==> config.mk <==
export PLATFORM = sky130hd
export DESIGN_NAME = p07_quad_gen
export DESIGN_NICKNAME = d
export VERILOG_FILES = /design/src/rtl/p07_quad_pkg.sv /design/src/rtl/p07_quad_timer.sv /design/src/rtl/p07_quad_gen.sv
export SDC_FILE = /design/constraint.sdc
export NUM_CORES = 1
export LEC_CHECK = 0
export BUFFER_PORTS_ARGS = -buffer_cell sky130_fd_sc_hd__buf_2
export CORE_UTILIZATION = 59
export CTS_CLUSTER_SIZE = 12
export DETAILED_ROUTE_END_ITERATION = 7
export PLACE_DENSITY_LB_ADDON = 0.15
export SYNTH_ARGS = -nofsm -noshare
export SYNTH_HDL_FRONTEND = slang
export SYNTH_SLANG_ARGS = --single-unit
==> constraint.sdc <==
create_clock -name clk -period 3.1 [get_ports clk]
set_input_delay 0.62 -clock clk [delete_from_list [all_inputs] [get_ports clk]]
set_output_delay 0.62 -clock clk [all_outputs]
set_load 0.02 [all_outputs]
==> src/rtl/p07_quad_pkg.sv <==
// Shared types and helpers for the quadrature encoder emitter.
//   state_t    : controller states
//   FWD / REV  : move direction encoding
//   next_phase : next (a,b) quadrature phase for a given direction
package p07_quad_pkg;

    typedef enum logic [1:0] {
        IDLE   = 2'd0,
        MOVE   = 2'd1,
        SETTLE = 2'd2,
        DONE   = 2'd3
    } state_t;

    localparam logic FWD = 1'b0;
    localparam logic REV = 1'b1;

    // Forward walk: 00 -> 10 -> 11 -> 01 -> 00  (phase = {a,b})
    function automatic logic [1:0] next_phase_fwd(input logic [1:0] ph);
        logic [1:0] nxt;
        case (ph)
            2'b00:   nxt = 2'b10;
            2'b10:   nxt = 2'b11;
            2'b11:   nxt = 2'b01;
            default: nxt = 2'b00;
        endcase
        return nxt;
    endfunction

    // Reverse walk: 00 -> 01 -> 11 -> 10 -> 00
    function automatic logic [1:0] next_phase_rev(input logic [1:0] ph);
        logic [1:0] nxt;
        case (ph)
            2'b00:   nxt = 2'b01;
            2'b01:   nxt = 2'b11;
            2'b11:   nxt = 2'b10;
            default: nxt = 2'b00;
        endcase
        return nxt;
    endfunction

    function automatic logic [1:0] next_phase(input logic [1:0] ph, input logic dir);
        return (dir == FWD) ? next_phase_fwd(ph) : next_phase_rev(ph);
    endfunction

endpackage

==> src/rtl/p07_quad_timer.sv <==
// Hold timer for the quadrature emitter. Down-counter reloaded with
// HOLD_CYCLES-1; expire is asserted while enabled and the count is zero,
// so a load on every expire gives one expire strobe every HOLD_CYCLES cycles.
//   clk, reset : clock, async active-high reset
//   load       : reload the hold period (has priority)
//   en         : count enable; expire is qualified by it
//   expire     : hold period has elapsed
module p07_quad_timer #(
    parameter int HOLD_CYCLES = 16
) (
    input  logic clk,
    input  logic reset,
    input  logic load,
    input  logic en,
    output logic expire
);

    localparam int CW = $clog2(HOLD_CYCLES + 1);
    localparam logic [CW-1:0] RELOAD = CW'(HOLD_CYCLES - 1);

    logic [CW-1:0] cnt;

    always_ff @(posedge clk or posedge reset) begin
        if (reset) begin
            cnt <= '0;
        end else if (load) begin
            cnt <= RELOAD;
        end else if (en && (cnt != '0)) begin
            cnt <= cnt - 1'b1;
        end
    end

    assign expire = en && (cnt == '0);

endmodule

==> src/rtl/p07_quad_gen.sv <==
// Quadrature encoder emitter. Takes an absolute target position and walks
// the enc_a/enc_b pair along the shortest path until the downstream decoder
// would read that value, holding every phase for HOLD_CYCLES cycles.
//
// state  | meaning
// -------+--------------------------------------------------------------
// IDLE   | waiting for a command
// MOVE   | emitting transitions, one per hold period
// SETTLE | final hold so the decoder registers the last edge
// DONE   | one-cycle completion pulse; a new command may be accepted
//
// Ports:
//   clk, reset  : clock, async active-high reset
//   cmd_valid   : target command offered
//   cmd_ready   : command can be accepted (= !busy)
//   cmd_target  : requested absolute position
//   enc_a/enc_b : registered quadrature outputs
//   position    : count the decoder has registered so far
//   busy        : move in progress
//   done        : one-cycle completion pulse
module p07_quad_gen
    import p07_quad_pkg::*;
#(
    parameter int WIDTH       = 8,
    parameter int HOLD_CYCLES = 16
) (
    input  logic             clk,
    input  logic             reset,
    input  logic             cmd_valid,
    output logic             cmd_ready,
    input  logic [WIDTH-1:0] cmd_target,
    output logic             enc_a,
    output logic             enc_b,
    output logic [WIDTH-1:0] position,
    output logic             busy,
    output logic             done
);

    localparam logic [WIDTH-1:0] HALF_RANGE = {1'b1, {(WIDTH-1){1'b0}}};
    localparam logic [WIDTH-1:0] ONE        = {{(WIDTH-1){1'b0}}, 1'b1};

    state_t           state;
    state_t           state_nxt;
    logic [1:0]       phase;
    logic             dir;
    logic             half;       // set between the two transitions of a count
    logic [WIDTH-1:0] remaining;

    logic [WIDTH-1:0] diff;
    logic             diff_fwd;
    logic [WIDTH-1:0] n_counts;
    logic             accept;
    logic             start_move;
    logic             step;
    logic             last_step;
    logic             expire;

    // Shortest path: the exact half-range tie goes forward.
    assign diff       = cmd_target - position;
    assign diff_fwd   = (diff <= HALF_RANGE);
    assign n_counts   = diff_fwd ? diff : ('0 - diff);

    assign accept     = cmd_valid && cmd_ready;
    assign start_move = accept && (diff != '0);
    assign step       = (state == MOVE) && expire;
    assign last_step  = step && half && (remaining == ONE);

    p07_quad_timer #(
        .HOLD_CYCLES (HOLD_CYCLES)
    ) u_timer (
        .clk    (clk),
        .reset  (reset),
        .load   (start_move || step),
        .en     (busy),
        .expire (expire)
    );

    always_ff @(posedge clk or posedge reset) begin
        if (reset) begin
            state <= IDLE;
        end else begin
            state <= state_nxt;
        end
    end

    always_comb begin
        state_nxt = state;
        case (state)
            IDLE, DONE: begin
                if (accept) begin
                    state_nxt = (diff == '0) ? DONE : MOVE;
                end else begin
                    state_nxt = IDLE;
                end
            end
            MOVE: begin
                if (last_step) begin
                    state_nxt = SETTLE;
                end
            end
            SETTLE: begin
                if (expire) begin
                    state_nxt = DONE;
                end
            end
            default: state_nxt = IDLE;
        endcase
    end

    always_comb begin
        busy      = 1'b0;
        done      = 1'b0;
        cmd_ready = 1'b1;
        case (state)
            MOVE, SETTLE: begin
                busy      = 1'b1;
                cmd_ready = 1'b0;
            end
            DONE:    done = 1'b1;
            default: ;
        endcase
    end

    // The phase is deliberately kept across commands; a move always starts
    // from a rest phase (00 or 11) because it only ends after a full count.
    always_ff @(posedge clk or posedge reset) begin
        if (reset) begin
            phase     <= 2'b00;
            position  <= '0;
            remaining <= '0;
            dir       <= FWD;
            half      <= 1'b0;
        end else if (start_move) begin
            remaining <= n_counts;
            dir       <= diff_fwd ? FWD : REV;
            half      <= 1'b0;
        end else if (step) begin
            phase <= next_phase(phase, dir);
            half  <= ~half;
            if (!half) begin
                // First transition of a count is the decoder's counting edge.
                position <= (dir == FWD) ? position + ONE : position - ONE;
            end else begin
                remaining <= remaining - ONE;
            end
        end
    end

    assign enc_a = phase[1];
    assign enc_b = phase[0];

endmodule

==> results of run 1 <==
-- stage by stage --
step,std cells,setup WS (ns),utilization [%]
after CTS,320,0.269,71.0
after floorplan,244,0.258,-
after global placement,316,0.150,69.6
after detailed placement,316,0.000313,69.6
final,320,0.238,71.0
after global routing,320,0.0656,71.0
-- state kept, by name (all words and copies together) (netlist names) --
name / cells
position: 8
remaining: 8
u_timer.cnt: 5
phase: 2
state: 2
dir: 1
half: 1
-- cell type report --
type | count | area share, %
Multi-Input combinational cell | 191 | 58.1
Sequential cell | 27 | 27.4
Timing Repair Buffer | 30 | 6.81
Inverter | 22 | 3.35
Tap cell | 46 | 2.34
Clock buffer | 3 | 1.68
Clock inverter | 1 | 0.305
-- where the power goes --
part           internal, mW  switching [mW]  leakage [nW]  total [mW]
clock                0.0915           0.116        0.0217       0.208
sequential            0.442          0.0975         0.337       0.540
combinational         0.309           0.440         0.773       0.749
-- placed cells by master, fill, tap and decap left out, types with 2 or more instances in the layout --
cell                       Yosys  final
sky130_fd_sc_hd__a221oi_1      2      2
sky130_fd_sc_hd__or3_1         4      4
sky130_fd_sc_hd__inv_1        22     22
sky130_fd_sc_hd__nand2b_1      2      2
sky130_fd_sc_hd__a21o_1        5      5
sky130_fd_sc_hd__ha_1         22     22
sky130_fd_sc_hd__o31ai_1       3      3
sky130_fd_sc_hd__buf_2         0     23
sky130_fd_sc_hd__o21a_1        2      2
sky130_fd_sc_hd__a21oi_4       2      2
sky130_fd_sc_hd__nor2_1       10     10
sky130_fd_sc_hd__dfrtp_1      27     27
sky130_fd_sc_hd__o21bai_1      2      2
sky130_fd_sc_hd__buf_4         0      7
sky130_fd_sc_hd__o22ai_1       4      4
sky130_fd_sc_hd__or2_2         2      2
sky130_fd_sc_hd__a21oi_1      18     18
sky130_fd_sc_hd__nand2_1      24     24
sky130_fd_sc_hd__xnor2_1      15     15
sky130_fd_sc_hd__clkbuf_8      0      3
sky130_fd_sc_hd__xor2_1       13     13
sky130_fd_sc_hd__nor3_1        7      7
sky130_fd_sc_hd__fa_1          2      2
sky130_fd_sc_hd__nand3_1       4      4
sky130_fd_sc_hd__o21ai_0      17     17
sky130_fd_sc_hd__a31oi_1       3      3
sky130_fd_sc_hd__nor4_1        2      2
sky130_fd_sc_hd__mux2i_1       2      2
-- metal layers --
| layer | track usage [%] | vias up | wire (µm) |
|---|---|---|---|
| met5 | 0 | - | 0 |
| met4 | 10.8 | 0 | 101 |
| met3 | 1.99 | 9 | 103 |
| met2 | 44.9 | 36 | 2190 |
| met1 | 31.2 | 835 | 2070 |
| li1 | - | 921 | - |
-- worst register-to-register path: cells and delay by family, from the launching register on --
kind,cells,cell delay (ns)
simple gates,3,0.80
compound gates,3,0.64
buf+inv,1,0.21
fa+ha+maj,2,0.65
flops,1,0.47
-- worst max path at each step --
stage	start	to	slack (ns)	cells past startpoint
CTS	position[0]	state[1]	0.27	9
floorplan	cmd_target[0]	remaining[1]	0.26	10
global placement	cmd_target[0]	remaining[1]	0.15	11
detailed placement	cmd_target[0]	remaining[1]	0.0003	11
finish	position[0]	state[1]	0.24	9
global route	position[0]	state[1]	0.07	9
-- cells by family after synthesis --
logic type	share of synthesized area, %
and+or+nand+nor	16.4
xor gates and xnor gates	12.4
AOI/OAI and AO/OA	20.4
muxes	1.42
buffers and inverters	4.43
DFF	30.7
adders and majority gates	14.3
==> out/summary.md, run 1 <==
The flow ran to the end, and the final reports show no timing, DRC or antenna violations. After synthesis the netlist holds a flip-flop and latch count of 27. The peak fanout along the critical path was 6; the sequential cell area was 676 µm². The logs give 2 for the clock tree buffer depth and 1 for the depth of the CTS H-tree. The run gives 279 as the net count after synthesis. The most common cell in the synthesized netlist is sky130_fd_sc_hd__dfrtp_1.

The number of global-route vias before repair was 1796; the final-stage net count was 310. Summing all multi-input logic gate instances after layout gives 0.00143 mm². The post-synthesis cell type with the largest combined area is sky130_fd_sc_hd__dfrtp_1. In this run, synthesis inferred 0 flip-flops with an integrated enable.

Sorting the synthesized cells by area gives the leading types as sky130_fd_sc_hd__dfrtp_1 (31%), sky130_fd_sc_hd__ha_1 (12%), sky130_fd_sc_hd__xnor2_1 (6.0%), sky130_fd_sc_hd__xor2_1 (5.2%), sky130_fd_sc_hd__a21oi_1 (4.1%). Before antenna repair, the detailed router went through 4 iterations. Dividing the synthesized area by the synthesized cell count gives 9.03 µm². For the number of sinks handled by clock tree synthesis, the log shows 27.

Launch instance of the worst min-delay path: position[5]. By startpoint and endpoint, the worst setup path is classified as register to register. During synthesis, Yosys emitted a total of 0 warnings.

Broken down by cell family, the worst path's largest delay share belongs to simple AND/OR/NAND/NOR gates. The area growth from synthesis to layout is 11.8%. The area of the die is 0.00398 mm².

For this run, design rule violations remaining after detail routing come to 0. The core region is 0.00347 mm². The post-route total power was 1.50 mW. The worst relative slew slack is 32.2%, and the number of placement rows is 21. The overall die height is 63.1 µm.

The worst register-to-register path begins at position[0]. Initial antenna violation count: 0. Class of the tightest hold or removal check: register to register. The total leakage power was 1.13 nW. Measured in cells, the most critical reg-to-reg path has a length of 9. For this block, the routed nets add up to 4.47 mm of wire.

The transition time at the pin with the least slew margin is 1.02 ns, and the setup TNS is 0 ns. The worst-case vdd ir drop was 0.212 mV. The tool flagged a number of max-cap violations equal to 0. The run gives 0 as the final count of hold timing violations.

The die width works out to 63.1 µm. The number of setup violations in the final report was 0. The top achievable clock speed is 349 MHz, and the clock latency on the worst-skew pair is 0.28 ns.

The logs give 0.00220 mm² for the area of the mapped netlist and 0 for the buffer count from post-CTS setup fixing. The endpoint identified for the worst register-to-register timing path is state[1]. The filler cells instantiated in the layout total 295. STA puts the critical path data arrival time at 3.06 ns. For this design the ratio of total power to cell area is 608 mW/mm². The logs give 0.24 ns for the worst-case register-to-register setup slack and 30.7% for the sequential share of the synthesized area.

The final HPWL from detailed placement was 3.49 mm. During I/O placement, the number of pins put on the boundary was 24. The logs give 3.30 ns for the required time of the worst setup path and 0.550 ns for the final worst hold slack. The worst hold path terminates at position[5].

The final-report max-slew violation count was 0; the post-route fraction of the period consumed by the critical path was 92.3%. The master of the slowest instance on the critical path was sky130_fd_sc_hd__nor4b_4. The synthesized netlist contains 50 unique library cells.

After synthesis, the largest area contributor takes up 30.7% of total cell area. The worst hold path stage count was 2. Routed length per placed instance: 14.0 µm. Setup repair after global routing left no endpoint under its margin. The signal on the critical path passes through ha_1 -> fa_1 -> nand2b_1 -> a21boi_0 -> o311ai_2 -> nor4b_4 -> buf_4 -> nand3_1 -> a32oi_1.

After detailed routing, the number of vias per cell comes to 5.63. Residual antenna-violating net count after detailed routing: 0. Counting flops with an async set or reset pin after synthesis yields a share of 100%. For this run, the total global-route usage over all layers was measured as 25.3%. The routed layout has 1801 vias. Buffers inserted to repair hold after CTS numbered 0. The worst setup path is launched from a register.

The critical path buffer and inverter count was 1; the synthesized instance count was 244. The cell area reported after detailed placement was 0.00241 mm². For this block, the initial DRC count from the detailed router was 70.

Most common flop cell mapped by yosys: sky130_fd_sc_hd__dfrtp_1. Delay of the slowest cell on the worst path: 0.55 ns. The wire length of the first global-routing pass is 7.98 mm. The total clock buffers created by CTS came out at 3. The congestion estimate from routability-driven global placement came to 0.873. Sorting the synthesized cells by how often they occur yields sky130_fd_sc_hd__dfrtp_1 (27), sky130_fd_sc_hd__nand2_1 (24), sky130_fd_sc_hd__ha_1 (22), sky130_fd_sc_hd__inv_1 (22), sky130_fd_sc_hd__a21oi_1 (18). Cells with a size suffix above 1 make up 16.8% of the layout. The tree is rooted in a sky130_fd_sc_hd__clkbuf_8.

STA classifies the critical path endpoint as a register. The maximum clock skew at final layout was 0.00527 ns; the register clock-pin slew on the reported worst setup and hold paths was 0.10 ns. The run gives 0 as the number of antenna cells inserted. The finished cells cover 0.00246 mm².

After global routing the overflow that remains totals 0. The count of buffers added on input and output ports is 23. Post-CTS repair changed the size of 0 cells. The clock period minus final worst setup slack was 2.86 ns. TritonCTS built the clock tree. Once the floorplan was initialized, standard cells occupied 63.5% of the core. The run gives 28 as the largest net degree at the start of global routing.
Power figures use the tool's default switching activity.
==> run 2: changes to the inputs <==
Settings changed: CORE_UTILIZATION 59 to 52.
Clock period 3.1 ns to 3.3 ns, I/O delays scaled along.
==> run 2 against run 1 <==
Net effect:
- sequential power decreased by 5.4%
- clock power shrank 9%
- setup slack better by 0.21 ns
- critical endpoint is now u_timer.cnt[4]
==> out/summary.md, run 2 (synthesis gave the netlist of run 1 again) <==
The run gives 1757 (was 1801) as the overall via count from detail_route. The tools report the endpoint of the worst-slack reg-to-reg timing path as u_timer.cnt[4] (was state[1]). Subtracting the final worst setup slack from the clock period gives 2.85 ns. The peak fanout along the critical path is 10 (was 6), and the number of global-route vias before repair is 1572 (was 1796).

The fraction of final layout cells sized beyond drive strength 1 works out to 15.6% (was 16.8%). The run gives 27 (unchanged) as the number of sinks handled by clock tree synthesis. Top achievable clock speed: 350 MHz.

The register clock-pin slew on the reported worst setup and hold paths works out to 0.10 ns (about the same). TritonCTS built the clock tree. The area of the die is 0.00450 mm² (was 0.00398 mm²). The clock latency on the worst-skew pair came out at 0.27 ns (was 0.28 ns). The max-cap check violation count came out at 0 (unchanged). The sink of the worst hold path was position[7] (was position[5]). The logs give 3 (unchanged) for the total clock buffers created by CTS and 73 (was 70) for the first-iteration detailed-routing DRC count.

The required time of the worst setup path was 3.52 ns (was 3.30 ns). Setup slack at placement: 0.194 ns (was 0.000313 ns). Worst path cell trace: buf_2 -> inv_1 -> ha_1 -> fa_1 -> xor2_1 -> nand2_1 -> a21oi_1 -> nor4b_4 -> buf_4 -> a21oi_4 -> a21oi_4 -> and2_1 (was ha_1 -> fa_1 -> nand2b_1 -> a21boi_0 -> o311ai_2 -> nor4b_4 -> buf_4 -> nand3_1 -> a32oi_1). The run gives 0 (unchanged) as the remaining design rule violation count. Buffer count from post-CTS setup fixing: 0 (unchanged). The tools report the number of optimization iterations in the first detailed-route pass as 4 (unchanged).

The arrival time at the worst endpoint is 3.07 ns (was 3.06 ns), and the post-route total power is 1.41 mW (was 1.50 mW). The ratio of routed vias to standard cells was 5.49 (was 5.63); the starting density of the core was 54.7% (was 63.5%). The transition time at the pin with the least slew margin was 1.07 ns (was 1.02 ns).

Top library cells by usage in the layout, fill and taps aside: sky130_fd_sc_hd__dfrtp_1 (27), sky130_fd_sc_hd__nand2_1 (24), sky130_fd_sc_hd__buf_2 (23) (unchanged). The number of antenna cells inserted was 0 (unchanged). The most frequent cell on the critical path is sky130_fd_sc_hd__a21oi_4. The depth of the CTS H-tree was 1 (unchanged); the growth of design area from synthesis to finish was 10.5% (was 11.8%). The largest net degree at the start of global routing was 28 (unchanged).

The launch point of the worst reg-to-reg path was position[0] (unchanged). The overall die height is 67.1 µm (was 63.1 µm). For the final count of hold timing violations, the log shows 0 (unchanged). The master of the slowest instance on the critical path was sky130_fd_sc_hd__fa_1 (was sky130_fd_sc_hd__nor4b_4). The power per standard cell area was 581 mW/mm² (was 608 mW/mm²).

Class of the tightest hold or removal check: register to register (unchanged). The final weighted congestion in routability-driven placement came out at 0.836 (was 0.873). The tools report the post-route worst setup slack as 0.446 ns (was 0.238 ns). The delay of the slowest cell on the worst path is 0.41 ns (was 0.55 ns), and the post-route fraction of the period consumed by the critical path is 86.5%.

The worst relative slew slack came out at 28.7% (was 32.2%). The combinational share of power was 50.5% (was 50.0%); the final worst hold slack was 0.529 ns (was 0.550 ns). Final standard cell utilization of the core: 60.4% (was 71.0%). Final-report max-slew violation count: 0 (unchanged). The internal power of the cells was 0.787 mW (was 0.843 mW); the switching share of total power was 44.3% (was 43.7%). Root buffer cell: sky130_fd_sc_hd__clkbuf_8 (unchanged). The residual antenna-violating net count after detailed routing was 0 (unchanged); the number of cells upsized or downsized after cts was 0 (unchanged).

The tools report the sequential share of power as 36.1% (about the same). The worst hold path stage count was 1 (was 2); the clock network power share was 13.4% (was 13.9%). The routed length per placed instance works out to 13.9 µm (was 14.0 µm).

Launch instance of the worst min-delay path: position[7] (was position[5]). The tools report the startpoint kind of the worst setup timing path as an input port (was a register). Setup repair after global routing left no endpoint under its margin. The total grt overflow is 0 (unchanged), and the total leakage power is 1.12 nW (was 1.13 nW). For the final wirelength, the log shows 4.45 mm (was 4.47 mm). The number of placement rows came out at 23 (was 21).

The number of placed I/O pins was 24 (unchanged); the wire length of the first global-routing pass was 7.31 mm (was 7.98 mm). The most common cell after layout, fill and taps aside is sky130_fd_sc_hd__dfrtp_1 (unchanged). The depth of the worst register-to-register path is 10 (was 9), and the net switching power of the design is 0.627 mW (was 0.654 mW). For the cts-stage hold buffer count, the log shows 0 (unchanged).

The logs give 0.329 mV (was 0.212 mV) for the worst-case vdd ir drop and 21.5% (was 25.3%) for the overall routing resource usage. The quantity of I/O buffers inserted on ports is 23 (unchanged). Worst-case register-to-register setup slack: 0.46 ns (was 0.24 ns).

The maximum clock skew at final layout is 0.00455 ns (was 0.00527 ns). The number of setup violations in the final report came out at 0 (unchanged). The run finished with clean final reports. The tools report the core footprint as 0.00403 mm² (was 0.00347 mm²). Type of the setup path with the least slack: input port to register (was register to register).

Setup TNS: 0 ns (unchanged). Largest registers ranked by flip-flop count: position x8, remaining x8, u_timer.cnt x5 (unchanged). The die width is 67.1 µm (was 63.1 µm), and the clock tree buffer depth is 2 (unchanged).

The final-stage net count is 306 (was 310). Kind of end point of the critical path: a register (unchanged). The final HPWL from detailed placement was 3.42 mm (was 3.49 mm); the initial antenna violation count was 0 (unchanged).
==> run 2: final cells by class <==
cell class                      count  area (µm²)
Tap cell                           50        62.6
Multi-Input combinational cell    191        1430
Fill cell                         384        1590
Clock buffer                        3        41.3
Sequential cell                    27         676
Timing Repair Buffer               26         138
Clock inverter                      1        5.00
Inverter                           22        82.6
==> run 2: per-layer routing <==
metal	vias to the layer above	routed length (µm)	GRT usage [%]
li1	915	-	-
met1	811	2290	30.2
met2	29	2040	34.9
met3	2	103	3.25
met4	0	22	3.19
met5	-	0	0
==> run 2: worst max-delay path, delay by kind of cell <==
family,cells,cell delay [ns]
AO/OA/AOI/OAI,3,0.54
XOR/XNOR,1,0.34
adder cells (fa/ha/maj),2,0.62
buffers and inverters,3,0.31
AND/OR/NAND/NOR,3,0.59
==> run 2: worst max path at each step <==
stage	start	end	slack, ns
5_1_grt	position[0]	u_timer.cnt[4]	0.19
2_1_floorplan	cmd_target[0]	remaining[1]	0.42
3_3_place_gp	cmd_target[0]	u_timer.cnt[4]	0.29
4_1_cts	cmd_target[0]	u_timer.cnt[0]	0.47
6_report	cmd_target[0]	u_timer.cnt[4]	0.45
3_5_place_dp	cmd_target[0]	u_timer.cnt[0]	0.19
==> run 2: power by group through the flow <==
stage	combinational, mW	sequential, mW	clock [mW]
floorplan	0.568	0.494	0
global placement	0.698	0.512	0
detailed placement	0.709	0.517	0
CTS	0.716	0.511	0.192
global route	0.809	0.523	0.202
finish	0.714	0.511	0.189
==> run 2: through the flow <==
step / area [µm²] / std cells
finish: 2430 / 320
global route: 2430 / 320
CTS: 2430 / 320
detailed placement: 2390 / 316
global placement: 2390 / 316
floorplan: 2200 / 244
